<file path="src/rtl/vec_csr_pkg.sv">
// Shared types and constants for the vector CSR unit: vtype layout, decode constants, FSM states.
package vec_csr_pkg;

  localparam int VT_XLEN = 32;

  localparam logic [6:0] OPC_VEC = 7'h57;
  localparam logic [2:0] F3_CFG  = 3'b111;

  typedef struct packed {
    logic               vill;
    logic [VT_XLEN-10:0] reserved;
    logic               vma;
    logic               vta;
    logic [2:0]         vsew;
    logic [2:0]         vlmul;
  } vtype_t;

  typedef enum logic [1:0] {
    IDLE,
    CALC,
    RESP
  } csr_state_e;

endpackage

</file>
<file path="src/rtl/vec_vlmax_calc.sv">
// Combinational VLMAX and vtype legality check; zero latency, no flow control.
module vec_vlmax_calc
  import vec_csr_pkg::*;
#(
  parameter int XLEN = 32,
  parameter int VLEN = 512,
  parameter int ELEN = 32
) (
  input  logic [XLEN-1:0]        vtype_raw,
  output logic                   vill,
  output logic [$clog2(VLEN):0]  vlmax
);

  localparam int VLW = $clog2(VLEN) + 1;
  localparam logic signed [6:0] VLEN_L2 = 7'($clog2(VLEN));
  localparam logic signed [6:0] ELEN_L2 = 7'($clog2(ELEN));

  vtype_t vt;
  logic signed [6:0] sew_l2;
  logic signed [6:0] lmul_l2;
  logic signed [6:0] vlmax_l2;
  logic              rsvd_nz;
  logic              unused_bits;

  assign vt = vtype_t'(vtype_raw);

  // Everything is done in log2 space: fractional LMUL is a negative exponent.
  assign sew_l2   = {4'b0, vt.vsew} + 7'sd3;
  assign lmul_l2  = {{4{vt.vlmul[2]}}, vt.vlmul};
  assign vlmax_l2 = VLEN_L2 - sew_l2 + lmul_l2;
  assign rsvd_nz  = |vt.reserved;

  assign vill = (vt.vlmul == 3'b100) || (sew_l2 > ELEN_L2) ||
                (vt.vlmul[2] && (sew_l2 > ELEN_L2 + lmul_l2)) || rsvd_nz;

  assign vlmax = vill ? '0 : (VLW'(1) << vlmax_l2[4:0]);

  assign unused_bits = ^{vt.vill, vt.vma, vt.vta, vlmax_l2[6:5]};

endmodule

</file>
<file path="src/rtl/vec_csr_unit.sv">
// Vector configuration CSR unit (vsetvli/vsetivli/vsetvl); response 2 cycles after accept.
// One instruction in flight; response held stable until resp_ready_i.
module vec_csr_unit
  import vec_csr_pkg::*;
#(
  parameter int XLEN = 32,
  parameter int VLEN = 512,
  parameter int ELEN = 32
) (
  input  logic            clk,
  input  logic            n_rst,
  input  logic            inst_valid_i,
  output logic            inst_ready_o,
  input  logic [XLEN-1:0] vec_inst_i,
  input  logic [XLEN-1:0] rs1_i,
  input  logic [XLEN-1:0] rs2_i,
  output logic            is_vec_inst_o,
  output logic            resp_valid_o,
  input  logic            resp_ready_i,
  output logic [4:0]      rd_addr_o,
  output logic [XLEN-1:0] rd_wdata_o,
  output logic [XLEN-1:0] vl_o,
  output logic [XLEN-1:0] vtype_o,
  output logic [XLEN-1:0] vstart_o,
  input  logic            vstart_we_i,
  input  logic [XLEN-1:0] vstart_wdata_i
);

  localparam int VLW = $clog2(VLEN) + 1;
  localparam int VSW = $clog2(VLEN);
  localparam logic [XLEN-1:0] VILL_VTYPE = {1'b1, {(XLEN-1){1'b0}}};

  csr_state_e state, state_nxt;

  logic            is_vsetvli, is_vsetivli, is_vsetvl, is_cfg, xfer;
  logic [XLEN-1:0] avl_q, vtype_q;
  logic [4:0]      rd_q;
  logic            rs1_zero_q, ivli_q;
  logic [VLW-1:0]  vl_q, vl_new, vlmax;
  logic            vill;
  logic [VSW-1:0]  vstart_q;
  logic            unused_wdata;

  assign is_vec_inst_o = (vec_inst_i[6:0] == OPC_VEC);
  assign is_vsetvli    = !vec_inst_i[31];
  assign is_vsetivli   = (vec_inst_i[31:30] == 2'b11);
  assign is_vsetvl     = (vec_inst_i[31:25] == 7'b1000000);
  assign is_cfg        = is_vec_inst_o && (vec_inst_i[14:12] == F3_CFG) &&
                         (is_vsetvli || is_vsetivli || is_vsetvl);

  assign inst_ready_o = (state == IDLE);
  assign resp_valid_o = (state == RESP);
  assign xfer         = inst_valid_i && inst_ready_o && is_cfg;

  always_ff @(posedge clk or negedge n_rst) begin
    if (!n_rst) state <= IDLE;
    else        state <= state_nxt;
  end

  always_comb begin
    state_nxt = state;
    case (state)
      IDLE:    if (xfer) state_nxt = CALC;
      CALC:    state_nxt = RESP;
      RESP:    if (resp_ready_i) state_nxt = IDLE;
      default: state_nxt = IDLE;
    endcase
  end

  // Operand capture: normalise the three encodings into (AVL, raw vtype).
  always_ff @(posedge clk or negedge n_rst) begin
    if (!n_rst) begin
      avl_q      <= '0;
      vtype_q    <= '0;
      rd_q       <= '0;
      rs1_zero_q <= 1'b0;
      ivli_q     <= 1'b0;
    end else if (xfer) begin
      ivli_q     <= is_vsetivli;
      rs1_zero_q <= (vec_inst_i[19:15] == 5'd0);
      rd_q       <= vec_inst_i[11:7];
      avl_q      <= is_vsetivli ? XLEN'(vec_inst_i[19:15]) : rs1_i;
      if (is_vsetivli)     vtype_q <= XLEN'(vec_inst_i[29:20]);
      else if (is_vsetvli) vtype_q <= XLEN'(vec_inst_i[30:20]);
      else                 vtype_q <= rs2_i;
    end
  end

  vec_vlmax_calc #(.XLEN(XLEN), .VLEN(VLEN), .ELEN(ELEN)) u_vlmax (
    .vtype_raw (vtype_q),
    .vill      (vill),
    .vlmax     (vlmax)
  );

  always_comb begin
    if (vill)                        vl_new = '0;
    else if (!rs1_zero_q || ivli_q)  vl_new = (avl_q < XLEN'(vlmax)) ? avl_q[VLW-1:0] : vlmax;
    else if (rd_q != 5'd0)           vl_new = vlmax;
    else                             vl_new = (vl_q < vlmax) ? vl_q : vlmax;
  end

  // CSRs commit on the CALC->RESP edge; that commit also wins over a vstart write.
  always_ff @(posedge clk or negedge n_rst) begin
    if (!n_rst) begin
      vl_q       <= '0;
      vtype_o    <= VILL_VTYPE;
      vstart_q   <= '0;
      rd_addr_o  <= '0;
      rd_wdata_o <= '0;
    end else if (state == CALC) begin
      vl_q       <= vl_new;
      vtype_o    <= vill ? VILL_VTYPE : {{(XLEN-8){1'b0}}, vtype_q[7:0]};
      vstart_q   <= '0;
      rd_addr_o  <= rd_q;
      rd_wdata_o <= XLEN'(vl_new);
    end else if (vstart_we_i) begin
      vstart_q   <= vstart_wdata_i[VSW-1:0];
    end
  end

  assign vl_o     = XLEN'(vl_q);
  assign vstart_o = XLEN'(vstart_q);

  assign unused_wdata = ^vstart_wdata_i[XLEN-1:VSW];

endmodule

</file>
<file path="config.mk">
export PLATFORM = sky130hd
export DESIGN_NAME = vec_csr_unit
export DESIGN_NICKNAME = d
export VERILOG_FILES = /design/src/rtl/vec_csr_pkg.sv /design/src/rtl/vec_vlmax_calc.sv /design/src/rtl/vec_csr_unit.sv
export SDC_FILE = /design/constraint.sdc
export NUM_CORES = 1
export LEC_CHECK = 0
export BUFFER_PORTS_ARGS = -buffer_cell sky130_fd_sc_hd__clkbuf_2
export CORE_MARGIN = 2
export CORE_UTILIZATION = 48
export CTS_CLUSTER_DIAMETER = 30
export DETAILED_ROUTE_END_ITERATION = 10
export PLACE_DENSITY = 0.81
export SYNTH_ARGS = -nofsm -noshare
export SYNTH_HDL_FRONTEND = slang
export SYNTH_SLANG_ARGS = --single-unit
export TNS_END_PERCENT = 100
</file>
<file path="constraint.sdc">
create_clock -name clk -period 5.9 [get_ports clk]
set_clock_uncertainty 0.05 [all_clocks]
set_input_delay 0.885 -clock clk [delete_from_list [all_inputs] [get_ports clk]]
set_output_delay 0.885 -clock clk [all_outputs]
set_load 0.01 [all_outputs]
</file>
==> results.ini <==
[synthesis]
ys.flop_type = dfrtp_1
syn_area_sq_um = 6140
synth_cells = 694
ys_seq_area_share_pct = 42.8
yosysMostFrequentCell = nand2_1
yosysWarningCount = 0
synth-edff-count = 0
synth_cell_types = 49
ys_async_sr_fraction_pct = 100
yosys-top-cells-count = 169 x nand2_1, 104 x dfrtp_1, 102 x buf_4
synth_top_cell_by_area = dfrtp_1
ys_ff_latch = 105
avgSynthCellArea_sq_um = 8.85
synth_top_area_share_pct = 42.4
synth_area_leaders = dfrtp_1 42%, buf_4 12%, nand2_1 10%

[die]
coreArea_sq_um = 12600
die_area_sq_um = 13700
die_w_microns = 117
fp.dieH_microns = 117
initial_core_util_pct = 48.9
num_rows = 41
io-pin-count = 269

[power]
pwr-share-comb_pct = 11.8
intPower_uw = 1080
p_seq_share_pct = 50.3
power_switching_uw = 380
p_per_area_nw_per_um2 = 212
pwr-share-clk_pct = 37.9
swShare_pct = 25.9
power_leakage_uw = 0.00370
vdd_drop_max_v = 0.000146

[status]
status = complete, no violations

[final_layout]
instances_no_fill = 1002
fin_area_sq_um = 6920
fin_nets = 988
antennaDiodeCount = 0
drive_gt1_share_pct = 22.5
area_growth_syn_to_layout_pct = 12.6

[setup_path]
crit_chain = o21ai_0, inv_1, ha_1, nand2_1, a221o_1, a31oi_1, and3_1, and4b_1, nand2_1, ha_1, a21o_1, a21oi_1, o221ai_1, a211o_1, a21oi_2, mux2_2, o21ai_0
rr_endpoint = vl_q[3]
end_kind = flop
reg2regPathDepth = 17
worstPathRequired_ps = 6120
cpMaxStageDelayCell = a21oi_2
critPathMaxStageDelay_ps = 490
start_kind = flop
r2r_start = vtype_q[3]
worst-path-max-fanout = 14
critical_path_class = flop to flop
arrival_ps = 5160
r2r_setup_slack_ps = 950

[hold_path]
worstHoldPathType = flop to flop
whs_path_depth = 2
whs_endpoint = vtype_o[7]
hold_path.startpoint = vtype_o[7]

[grt]
grt_pass1_wl_microns = 20200
grt_pass1_vias = 4267
antenna_found_initial = 0
grt_usage_pct = 18.9
overflow = 0
grt_max_degree = 113

[clock_tree]
cts_sinks = 105
clock_latency_ps = 350
cts_tree = done
h-tree-depth = 3
post_cts.repair.setup_buffers = 0
clock_path_buffers = 2
hold_buffers = 0
root_buffer = clkbuf_16
cts_buffers = 9
ctsResizeCount = 0
clkTransAtPathRegs_ps = 70

[sta]
fmax_mhz = 202
setup-tns-final_ps = 0
setup_violations = 0
fin_crit_ps = 4950
setup_slack_ps = 953
rsz0062_at_grt = no
tightest_slew_ps = 884
hold_viol = 0
slew-limit-headroom_pct = 41.1
final_max_slew_viol_count = 0
layout_worst_path_cycle_share_pct = 83.8

[placement]
place_congestion = 0.884
place_area_sq_um = 6650
place_ws_ps = 1070
dp.cells = 986
portBuffers = 154
dp_hpwl_microns = 9800

[route]
drt_wl_total_microns = 12500
drc = 0
vias_per_cell = 4.71
wl_per_cell_microns = 12.5
drt_iter0_drc = 159
first_pass_iters = 4
via_count = 4717
ant_nets = 0

[run]
drv_cap = 0

## placed cells by master (no fill, tap or decap), types with 6 or more instances in the layout
master	instances
buf_4	7
conb_1	90
nor2_1	19
nor4_1	14
a21oi_1	7
o31ai_1	6
inv_1	17
dfrtp_1	104
ha_1	29
mux2i_1	26
nand3_1	18
nand4_1	15
a21o_1	6
clkbuf_16	9
clkbuf_2	153
o21ai_0	70
nand2_1	169
## logic make-up (layout without fill, tap and decap cells)
logic type	Yosys count	in the layout	share of synthesized area, %
muxes	30	30	4.97
adders and majority gates	30	30	6.23
DFF	105	105	42.8
AOI/OAI and AO/OA	108	108	10.2
buffers and inverters	147	194	15.2
other	1	90	0.0611
and+or+nand+nor	270	270	20.0
xor gates and xnor gates	3	3	0.550
## registers in the layout, indices dropped and copies added, names as in the netlist
name / cells
avl_q: 32
ivli_q: 1
rd_addr_o: 5
rd_q: 5
rs1_zero_q: 1
state: 2
vl_q: 10
vstart_q: 9
vtype_o: 9
vtype_q: 31
## worst max-delay path by stage
| stage | start | endpoint | cells past startpoint |
|---|---|---|---|
| finish | vtype_q[3] | vl_q[3] | 17 |
| global route | vtype_q[3] | vl_q[4] | 17 |
| CTS | vtype_q[3] | vl_q[3] | 17 |
| detailed placement | vtype_q[3] | vl_q[3] | 17 |
| global placement | vtype_q[3] | vl_q[3] | 17 |
| floorplan | vtype_q[3] | vl_q[4] | 19 |
## routing by layer
layer / routed length (microns) / global-route usage (%) / vias up
li1: - / - / 2426
met1: 5880 / 24.7 / 2129
met2: 5820 / 31.7 / 143
met3: 639 / 4.22 / 19
met4: 216 / 5.88 / 0
met5: 0 / 0 / -
## power groups by stage
stage	clock, uW	sequential, uW	combinational (uW)
2_1_floorplan	0	753	142
3_3_place_gp	0	750	171
3_5_place_dp	0	750	173
4_1_cts	563	736	174
5_1_grt	592	737	199
6_report	556	736	172
## worst max-delay path, delay by kind of cell, from the launching register on
family / cells / cell delay, ps
AOI/OAI and AO/OA: 9 / 2360
adders and majority gates: 2 / 630
DFF: 1 / 440
muxes: 1 / 410
and+or+nand+nor: 4 / 880
buffers and inverters: 1 / 100
## metrics by stage
| step | utilization (%) | hold slack [ps] | total power (uW) |
|---|---|---|---|
| final | 55.0 | 416 | 1460 |
| after global placement | 52.9 | 400 | 921 |
| after global routing | 55.0 | 448 | 1530 |
| after floorplan | - | 391 | 894 |
| after detailed placement | 52.9 | 407 | 923 |
| after CTS | 55.0 | 423 | 1470 |
## layout make-up
type | instances | area [sq um]
tap | 172 | 215
multi-input combinational | 531 | 2920
clock buffer | 10 | 229
clock inverter | 6 | 42.5
timing repair buffer | 160 | 818
inverter | 18 | 67.6
sequential | 105 | 2630
fill | 1188 | 5650
Note: power is estimated with default switching activity, not from simulation.
